`config.mk`:
```
export PLATFORM = sky130hd
export DESIGN_NAME = cpu_seq
export DESIGN_NICKNAME = d
export VERILOG_FILES = /design/src/rtl/cpu_pkg.sv /design/src/rtl/cpu_seq_accum_alu.sv /design/src/rtl/cpu_seq.sv
export SDC_FILE = /design/constraint.sdc
export NUM_CORES = 1
export LEC_CHECK = 0
export CORE_MARGIN = 5
export CORE_UTILIZATION = 46
export DETAILED_ROUTE_END_ITERATION = 6
export GPL_ROUTABILITY_DRIVEN = 0
export PLACE_DENSITY = 0.75
export SETUP_SLACK_MARGIN = 0.3
export SYNTH_ARGS = -nofsm -noshare
export SYNTH_HDL_FRONTEND = slang
export SYNTH_SLANG_ARGS = --single-unit
```
`constraint.sdc`:
```
create_clock -name clk -period 2.38 [get_ports clk]
set_input_delay 0.357 -clock clk [delete_from_list [all_inputs] [get_ports clk]]
set_output_delay 0.357 -clock clk [all_outputs]
set_load 0.01 [all_outputs]
```
`src/rtl/cpu_pkg.sv`:
```
// Shared definitions for the cpu_seq accumulator sequencer: opcodes, instruction
// layout and FSM state encoding.
package cpu_pkg;

  localparam int unsigned OP_W   = 2;
  localparam int unsigned ARG_W  = 6;
  localparam int unsigned WORD_W = OP_W + ARG_W;
  localparam int unsigned ACC_W  = 8;

  localparam logic [OP_W-1:0] OP_HLT = 2'b00;
  localparam logic [OP_W-1:0] OP_INC = 2'b01;
  localparam logic [OP_W-1:0] OP_JMP = 2'b10;
  localparam logic [OP_W-1:0] OP_ADD = 2'b11;

  typedef enum logic [2:0] {
    ST_IDLE   = 3'd0,
    ST_FETCH  = 3'd1,
    ST_DECODE = 3'd2,
    ST_OPRD   = 3'd3,
    ST_EXEC   = 3'd4,
    ST_HALT   = 3'd5
  } state_t;

  typedef struct packed {
    logic [OP_W-1:0]  op;
    logic [ARG_W-1:0] arg;
  } instr_t;

endpackage

```
`src/rtl/cpu_seq_accum_alu.sv`:
```
// Accumulator adder: accum + opnd for ADD, accum + 1 otherwise, with 9-bit carry-out.
module accum_alu
  import cpu_pkg::*;
(
  input  logic [ACC_W-1:0] accum,
  input  logic [ACC_W-1:0] opnd,
  input  logic [OP_W-1:0]  op,
  output logic [ACC_W-1:0] sum,
  output logic             carry
);

  logic [ACC_W:0] full;

  always_comb begin
    full = {1'b0, accum} + {{ACC_W{1'b0}}, 1'b1};
    if (op == OP_ADD) begin
      full = {1'b0, accum} + {1'b0, opnd};
    end
  end

  assign sum   = full[ACC_W-1:0];
  assign carry = full[ACC_W];

endmodule

```
`src/rtl/cpu_seq.sv`:
```
// Multi-cycle accumulator sequencer fetching 8-bit instructions from a strobed ROM.
// Optional feature: define CPU_SEQ_JMP_EN to execute op 10 as JMP (otherwise NOP).
module cpu_seq
  import cpu_pkg::*;
#(
  parameter logic [ARG_W-1:0] PC_RST = 6'd0
) (
  input  logic              clk,
  input  logic              rst_n,
  input  logic              start,
  input  logic [WORD_W-1:0] rom_data,
  output logic [ARG_W-1:0]  rom_addr,
  output logic              rom_read,
  output logic              rom_ena,
  output logic [ACC_W-1:0]  accum,
  output logic              carry,
  output logic [ARG_W-1:0]  pc,
  output logic              halted
);

  state_t            state;
  state_t            state_nx;
  instr_t            ir;
  logic [ACC_W-1:0]  opnd;
  logic [ACC_W-1:0]  alu_sum;
  logic              alu_carry;

  accum_alu u_alu (
    .accum (accum),
    .opnd  (opnd),
    .op    (ir.op),
    .sum   (alu_sum),
    .carry (alu_carry)
  );

  // State register
  always_ff @(posedge clk) begin
    if (!rst_n) begin
      state <= ST_IDLE;
    end else begin
      state <= state_nx;
    end
  end

  // Next-state logic; strobed states always fall into an unstrobed one
  always_comb begin
    state_nx = state;
    case (state)
      ST_IDLE:   if (start) state_nx = ST_FETCH;
      ST_FETCH:  state_nx = ST_DECODE;
      ST_DECODE: begin
        if (ir.op == OP_HLT) begin
          state_nx = ST_HALT;
        end else if (ir.op == OP_ADD) begin
          state_nx = ST_OPRD;
        end else begin
          state_nx = ST_EXEC;
        end
      end
      ST_OPRD:   state_nx = ST_EXEC;
      ST_EXEC:   state_nx = ST_FETCH;
      ST_HALT:   state_nx = ST_HALT;
      default:   state_nx = ST_IDLE;
    endcase
  end

  // Moore outputs decoded from state
  always_comb begin
    rom_addr = pc;
    rom_read = 1'b0;
    rom_ena  = 1'b0;
    halted   = 1'b0;
    case (state)
      ST_FETCH: begin
        rom_read = 1'b1;
        rom_ena  = 1'b1;
      end
      ST_OPRD: begin
        rom_addr = ir.arg;
        rom_read = 1'b1;
        rom_ena  = 1'b1;
      end
      ST_HALT:  halted = 1'b1;
      default:  ;
    endcase
  end

  // Datapath registers: ir/opnd capture on strobed cycles, update on EXEC
  always_ff @(posedge clk) begin
    if (!rst_n) begin
      pc    <= PC_RST;
      accum <= '0;
      carry <= 1'b0;
      ir    <= '0;
      opnd  <= '0;
    end else begin
      case (state)
        ST_FETCH: ir   <= instr_t'(rom_data);
        ST_OPRD:  opnd <= rom_data;
        ST_EXEC: begin
          pc <= pc + ARG_W'(1);
          case (ir.op)
            OP_INC, OP_ADD: begin
              accum <= alu_sum;
              carry <= alu_carry;
            end
`ifdef CPU_SEQ_JMP_EN
            OP_JMP: pc <= ir.arg;
`endif
            default: ;
          endcase
        end
        default: ;
      endcase
    end
  end

endmodule

```
=== After elaboration in Yosys (flattened, before gate mapping) ===
Index checks and enable logic that the tools add are counted.

* $add $sub $neg: 3
* Equality and inequality tests: 8
* Multiplexer cells: 8
* Reductions and logical operators: 5

{| class="wikitable"
|+ Operator list
! operator !! number
|-
| $pmux W3 S6 || 1
|-
| $add A8 B1 Y9 const B || 1
|-
| $add A8 B8 Y9 || 1
|-
| $mux W3 || 3
|-
| $mux W9 || 1
|-
| $add A6 B1 Y6 const B || 1
|-
| $eq A3 B2 Y1 const B || 2
|-
| $eq A3 B3 Y1 const B || 2
|-
| $mux W6 || 1
|-
| $reduce_or A2 Y1 || 2
|-
| $eq A3 B1 Y1 const B || 1
|-
| $logic_not A3 Y1 || 1
|-
| $eq A2 B1 Y1 const B || 1
|-
| $eq A2 B2 Y1 const B || 1
|-
| $logic_not A2 Y1 || 1
|-
| $mux W1 || 2
|-
| $ne A2 B2 Y1 const B || 1
|-
| $reduce_and A2 Y1 || 1
|}

* Register bits: 34
* Bits of input ports: 11

=== Logic depth before layout (Yosys ltp) ===
Gate-level depths: netlist (run 1).

* Depth in word-level cells: 4
* Mapped depth: 9
* Gate-level depth less buffers: 8

=== Modules after synthesis ===
Synthesis (run 1) repeated with hierarchy kept, for this count alone.

* Cells, all modules: 226
* Area, all modules: 1956.9 µm²

{| class="wikitable"
|+ By module, submodules not included
! module !! instances !! cells an instance !! area an instance (µm²) !! sequential area each (µm²)
|-
| cpu_seq || 1 || 176 || 1581.5 || 680.7
|-
| accum_alu || 1 || 50 || 375.4 || 0.0
|}

=== Least setup slack after synthesis (run 1) ===
No wires, ideal clock.

* Kind: flip-flop to flip-flop
* From: reg ir[6] (netlist bit)
* To: reg accum[6]
* Setup time: 0.064 ns
* Data arrival time: 2.215 ns
* Required time: 2.316 ns
* Slack: 0.101 ns
* Stages on the path, launching flop included: 10
* Path buffers: 1
* Clock period less this slack: 2.279 ns
* Cell sequence: dfxtp_1 -> ha_1 -> clkbuf_1 -> nand2b_1 -> ha_1 -> fa_1 -> a21o_1 -> a211o_1 -> a211o_1 -> nand4_1

* Cells in the longest elaborated chain, start to end: 3

{| class="wikitable"
|+ Ends and longest elaborated chain
! what !! RTL line !! source
|-
| from (decl) || cpu_seq.sv:23 || <nowiki>instr_t ir;</nowiki>
|-
| from (signal assigned) || cpu_seq.sv:98 || <nowiki>ST_FETCH: ir <= instr_t'(rom_data);</nowiki>
|-
| $eq A2 B2 Y1 / $eq A2 B1 Y1 (equally long branches) || cpu_seq_accum_alu.sv:16, cpu_seq.sv:102 ||
|-
| $reduce_or A2 Y1 || cpu_seq.sv:102 || <nowiki>case (ir.op)</nowiki>
|-
| $reduce_and A2 Y1 (no line) || - ||
|-
| to (signal assigned) || cpu_seq.sv:104 || <nowiki>accum <= alu_sum;</nowiki>
|-
| to (decl) || cpu_seq.sv:15 || <nowiki>output logic [ACC_W-1:0] accum,</nowiki>
|}

Parallel ways exist; a longest one is shown, timed or not.
A chain may end at the register's enable or synchronous reset.

=== Worst setup path in the final report (run 1) ===
Ends and elaborated chain as after synthesis.

==> results.yml, run 1 <==
finish:
  n_antenna_cell: 0
  drive_above_1_share: 0.111
  final_nets: 285
  seqCellArea_um2: 684
  multi_input_area_um2: 1080
  fill_cells: 339
  syn_to_final_growth_pct: 31.6
synth:
  async_flop_share: 0
  synth_area_leaders: "dfxtp_1 38%, nand2_1 9.8%, ha_1 8.3%"
  syn_avg_cell_area_um2: 8.09
  synth_common_cells: "47 x nand2_1, 34 x dfxtp_1, 22 x nor2_1, 21 x a21oi_1, 12 x ha_1"
  synth-edff-count: 0
  synth-seq-cells: 34
  synth_nets: 247
  synth-main-ff-cell: "dfxtp_1"
  ys.warnings.count: 0
  yosysSeqAreaShare: 0.378
  synth_top_area_share: 0.378
  synth_largest_area_cell: "dfxtp_1"
  synth.distinct_cells: 37
  syn-instance-count: 223
  syn_area_um2: 1800
  yosysMostFrequentCell: "nand2_1"
timing:
  rsz0062_at_grt: "true"
  worst_pin_slew_ns: 0.536
  fmax_mhz: 496
  slew_headroom: 0.643
  setup_viol: 0
  finalSetupTns_ns: 0
  timing.final.crit_period_ns: 2.02
  fin_crit_sh: 0.847
  hold_violations: 0
  clock_skew_ns: 0.00640
  slew_violations: 0
floorplan:
  io_pins: 35
  dieHeight_um: 72.6
  dieWidth_um: 72.6
  rows: 22
  die-area_um2: 5270
  core-area_um2: 3720
  start_util: 0.485
global_route:
  globalRouteTotalUtil: 0.166
  grt_max_degree: 23
  overflow: 0
  antenna_found_initial: 0
  grt_pass1_vias: 1591
  grt_pass1_wl_um: 6980
drt:
  wl_per_cell_um: 13.3
  detail-route-antenna-nets: 0
  via_per_inst: 5.24
  wirelength_um: 4100
  first_iter_violations: 94
  num_vias: 1620
  drtPass1Iterations: 4
  drc: 0
power:
  comb_power_share: 0.102
  switching_share: 0.223
  p_int_uw: 988
  power.density_nw_per_um2: 536
  power_leakage_nw: 1.05
  clkPwrFrac: 0.426
  p_switching_uw: 283
  p_total_mw: 1.27
  ir_drop_uv: 268
  pwr-share-seq: 0.472
run:
  drv_cap: 0
place:
  io_buffers: 34
  post-dp-hpwl_um: 3050
clock_tree:
  insertion_delay_ns: 0.29
  htreeDepth: 2
  cts_buffers: 5
  clkTransAtPathRegs_ns: 0.07
  cts-root-buf: "clkbuf_8"
  cts_num_sinks: 34
  ctsHoldBuffers: 0
  cts_tree: "built"
  cts_max_path_buffers: 2
worst_setup_path:
  startpoint_type: "register"
  crit_fanout: 9
  timing.rr.start: "ir[6]$_SDFFE_PN0P_"
  crit_path_start: "ir[6]$_SDFFE_PN0P_"
  cp.arrival_ns: 2.25
  slowest_stage: "dfxtp_2"
  crit_path_max_incr_delay_ns: 0.37
  critical_path_required_ns: 2.61
  crit_type: "register to register"
  critPathCaptureType: "register"
  timing.critical_path.mode_cell: "a211o_1"
  cp_cell_sequence: "ha_4 > nand2b_1 > ha_1 > fa_2 > a21o_1 > a211o_1 > a211o_1 > nand4_1"
hold_path:
  hp-class: "register to register"
  min-delay-start: "opnd[3]$_SDFFE_PN0N_"
run_status:
  outcome: "complete, no violations"
## cells in the final DEF, fill, tap and decap left out, types with 2 or more instances in the layout
master / n
dfxtp_2: 3
nor2b_1: 2
or4_1: 2
and2_1: 8
a211oi_1: 3
nand2_1: 46
and3_1: 2
mux2i_1: 8
xor2_1: 5
a211o_1: 2
nand4_1: 4
clkbuf_8: 6
a21oi_2: 2
ha_1: 11
buf_4: 9
o21a_1: 2
o2111ai_1: 2
nand2b_1: 2
nor2_1: 22
inv_1: 5
nand3_1: 7
o21ai_0: 4
dlymetal6s2s_1: 5
xnor2_1: 2
a21oi_1: 19
clkdlybuf4s50_1: 28
nor3_1: 3
dfxtp_1: 31
## per-layer routing
metal  share of wire  track usage  vias up
met2            0.46        0.272       43
met1            0.47        0.210      743
li1                -            -      828
met3           0.055       0.0413        6
met4           0.016       0.0615        0
met5               0            0        -
## metrics by stage
stage	std cells	util	hold WS [ns]	setup slack [ns]	instance area, um2
2_1_floorplan	223	-	0.431	0.304	1820
3_3_place_gp	301	0.595	0.439	0.291	2210
3_5_place_dp	301	0.595	0.444	0.238	2210
4_1_cts	308	0.632	0.453	0.316	2350
5_1_grt	309	0.639	0.475	0.267	2370
6_report	309	0.639	0.451	0.363	2370
## cell type report
class / count / area share
sequential: 34 / 0.288
clock inverter: 1 / 0.0127
timing repair buffer: 43 / 0.177
inverter: 5 / 0.00791
clock buffer: 6 / 0.0348
tap: 48 / 0.0253
multi-input combinational: 172 / 0.454
## critical path: cells and delay by family (launching register included)
family / cells / cell delay, ns
simple gates: 2 / 0.13
fa+ha+maj: 3 / 0.75
compound gates: 3 / 0.73
flops: 1 / 0.37
## sequential cells by signal (all words and copies together) (netlist names)
| register | flops |
|---|---|
| carry | 1 |
| opnd | 8 |
| accum | 8 |
| state | 3 |
| ir | 8 |
| pc | 6 |
## timing repair
| item | in CTS | in global routing |
|---|---|---|
| pin swaps | 0 | 2 |
| setup buffers | 0 | 1 |
| resized for setup | 11 | 6 |
| setup endpoints to repair | 10 | 9 |
## final timing paths
kind / endpoint / slack (ns) / cells past startpoint
hold reg to reg: opnd[3]$_SDFFE_PN0N_ / 0.45 / 2
setup reg to reg: accum[6]$_SDFFE_PN0P_ / 0.36 / 8
hold / removal: opnd[3]$_SDFFE_PN0N_ / 0.45 / 2
setup / recovery: accum[6]$_SDFFE_PN0P_ / 0.36 / 8
## cells by family (layout without fill, tap and decap cells)
logic type,count (synthesis),count (layout),share of synthesized area
XOR/XNOR,7,7,0.0340
AO/OA/AOI/OAI,37,37,0.123
multiplexers,9,9,0.0507
adder cells (fa/ha/maj),13,13,0.0944
flip-flops,34,34,0.378
AND/OR/NAND/NOR,106,106,0.277
buffers and inverters,17,55,0.0437
## power groups by stage
stage / Clock, mW / Combinational [mW] / Sequential, mW
floorplan: 0 / 0.0736 / 0.610
global placement: 0 / 0.127 / 0.610
detailed placement: 0 / 0.127 / 0.610
CTS: 0.549 / 0.130 / 0.599
global route: 0.570 / 0.141 / 0.601
finish: 0.542 / 0.130 / 0.600
No activity file was read; power rests on OpenSTA's default activity.
==> run 2, diff against run 1 <==
--- a/config.mk
+++ b/config.mk
@@ -6,10 +6,10 @@
 export NUM_CORES = 1
 export LEC_CHECK = 0
 export CORE_MARGIN = 5
-export CORE_UTILIZATION = 46
+export CORE_UTILIZATION = 50
 export DETAILED_ROUTE_END_ITERATION = 6
 export GPL_ROUTABILITY_DRIVEN = 0
-export PLACE_DENSITY = 0.75
+export PLACE_DENSITY = 0.77
 export SETUP_SLACK_MARGIN = 0.3
 export SYNTH_ARGS = -nofsm -noshare
 export SYNTH_HDL_FRONTEND = slang
==> constraint.sdc (replaced) <==
create_clock -name clk -period 2 [get_ports clk]
set_input_delay 0.3 -clock clk [delete_from_list [all_inputs] [get_ports clk]]
set_output_delay 0.3 -clock clk [all_outputs]
set_load 0.01 [all_outputs]
==> run 2 against run 1 <==
Worst setup slack lost 0.42 ns. Clock power down 23%. Critical path depth did not move. Global-route usage rose by 3.6 points. Die area decreased by 6.9%. Clock skew is 0.00070 ns higher. Flip-flop and latch count unchanged. Hold slack better by 0.018 ns. Routed wire length rose by 28%. Core utilization rose by 14 points. Final cell count increased by 6.5%. Final area rose by 13%. The flow now finishes with violations (negative setup slack). Largest power group unchanged. Critical endpoint unchanged.
==> results.yml, run 2 (same netlist as run 1, synthesis figures left out) <==
finish:
  drive_above_1_share: 0.322
  seqCellArea_um2: 692
  mostFrequentLayoutCell: "nand2_1"
  final_nets: 306
  reg.largest.list: "accum (8), ir (8), opnd (8)"
  multi_input_area_um2: 1260
  n_antenna_cell: 0
  syn_to_final_growth_pct: 48.4
  mostFrequentLayoutCells: "43 x nand2_1, 27 x dfxtp_1, 25 x clkdlybuf4s50_1"
  fin_util: 0.783
  fill_cells: 227
floorplan:
  io_pins: 35
  die-area_um2: 4910
  core-area_um2: 3420
  rows: 21
  dieHeight_um: 70.1
  start_util: 0.528
  dieWidth_um: 70.1
clock_tree:
  cts-root-buf: "clkbuf_4"
  clkTransAtPathRegs_ns: 0.11
  htreeDepth: 2
  cts_tree: "built"
  ctsHoldBuffers: 0
  cts_max_path_buffers: 2
  cts_num_sinks: 34
  insertion_delay_ns: 0.33
  cts_buffers: 5
power:
  ir_drop_uv: 374
  p_total_mw: 1.30
  power_leakage_nw: 1.08
  power.density_nw_per_um2: 487
drt:
  first_iter_violations: 136
  drc: 0
  drtPass1Iterations: 4
  wirelength_um: 5240
  wl_per_cell_um: 15.9
  num_vias: 1785
  detail-route-antenna-nets: 0
  via_per_inst: 5.43
worst_setup_path:
  slowest_stage: "dfxtp_4"
  cp.arrival_ns: 2.34
  critPathTopFamily: "compound AO/OA/AOI/OAI gates"
  cp_cell_sequence: "ha_4 > nand2b_1 > ha_2 > fa_2 > a21o_1 > a211o_1 > a211o_1 > nand4_1"
  startpoint_type: "register"
  critical_path_required_ns: 2.28
  timing.critical_path.mode_cell: "a211o_1"
  critPathCaptureType: "register"
  crit_type: "register to register"
  crit_path_max_incr_delay_ns: 0.38
  crit_fanout: 5
  path_buf_inv: 0
timing:
  worst_pin_slew_ns: 0.390
  hold_ws_ns: 0.469
  slew_violations: 0
  slew_headroom: 0.739
  finalSetupTns_ns: -0.108
  fmax_mhz: 487
  rsz0062_at_grt: "true"
  setup_ws_ns: -0.0544
  timing.final.crit_period_ns: 2.05
  setup_viol: 3
  hold_violations: 0
  fin_crit_sh: 1.03
  clock_skew_ns: 0.00710
run_status:
  violations: "negative setup slack"
  outcome: "finished, violations left"
place:
  io_buffers: 34
  post-dp-hpwl_um: 3010
global_route:
  antenna_found_initial: 0
  overflow: 0
  grt_pass1_vias: 1772
  grt_pass1_wl_um: 8090
  grt_max_degree: 25
  globalRouteTotalUtil: 0.202
run:
  drv_cap: 0
hold_path:
  hp-class: "register to register"
## run 2: cell count changes in the layout (fill, tap and decap cells not counted), sizes merged
cell	previous run	this run
buf	9	34
dlymetal6s2s	5	0
clkbuf	6	9
clkdlybuf4s50	28	25
bufinv	1	0
clkinv	0	1
clkinvlp	0	1
dlygate4sd2	1	2
## run 2: metrics by stage
step / area (um2) / instances / worst slack [ns]
floorplan: 1840 / 223 / -0.0213
global placement: 2250 / 301 / 0.0357
detailed placement: 2250 / 301 / -0.00154
CTS: 2550 / 321 / 0.000759
global route: 2680 / 329 / -0.156
finish: 2680 / 329 / -0.0544
## run 2: worst paths after layout
path	startpoint	endpoint	slack [ns]	depth (start not counted)
min reg2reg	opnd[0]$_SDFFE_PN0N_	opnd[0]$_SDFFE_PN0N_	0.47	2
max reg2reg	ir[6]$_SDFFE_PN0P_	accum[6]$_SDFFE_PN0P_	-0.05	8
max	ir[6]$_SDFFE_PN0P_	accum[6]$_SDFFE_PN0P_	-0.05	8
min	opnd[0]$_SDFFE_PN0N_	opnd[0]$_SDFFE_PN0N_	0.47	2
## run 2: power breakdown
group          total, mW  switching, mW  internal, mW  leakage (nW)
logic              0.172         0.0831        0.0893         0.770
clock network      0.416          0.247         0.169        0.0343
registers          0.715         0.0166         0.698         0.279
## run 2: what timing repair did
action                     in CTS  in global routing
resized for setup              49                 33
setup buffers                  12                  7
gates cloned                    0                  1
hold endpoints to repair        0                  0
setup endpoints to repair      15                 18
pin swaps                      16                 16
## run 2: worst min-delay path, delay by kind of cell (launching register included)
| kind | cells | cell delay (ns) |
|---|---|---|
| AOI/OAI and AO/OA | 1 | 0.06 |
| DFF | 1 | 0.33 |
| and+or+nand+nor | 1 | 0.05 |
## run 2: final cells by class
type                    count  share of cell area
clock buffers               6              0.0192
multi-input cells         172               0.472
clock inverters             2             0.00468
repair buffers             64               0.217
well taps                  46              0.0215
flip-flops and latches     34               0.259
inverters                   5             0.00702
## run 2: per-layer routing
metal,share of wire,track usage,vias to the layer above
met5,0,0,-
met4,0.019,0.0553,0
met3,0.062,0.0502,11
met2,0.51,0.353,67
met1,0.41,0.246,837
li1,-,-,870
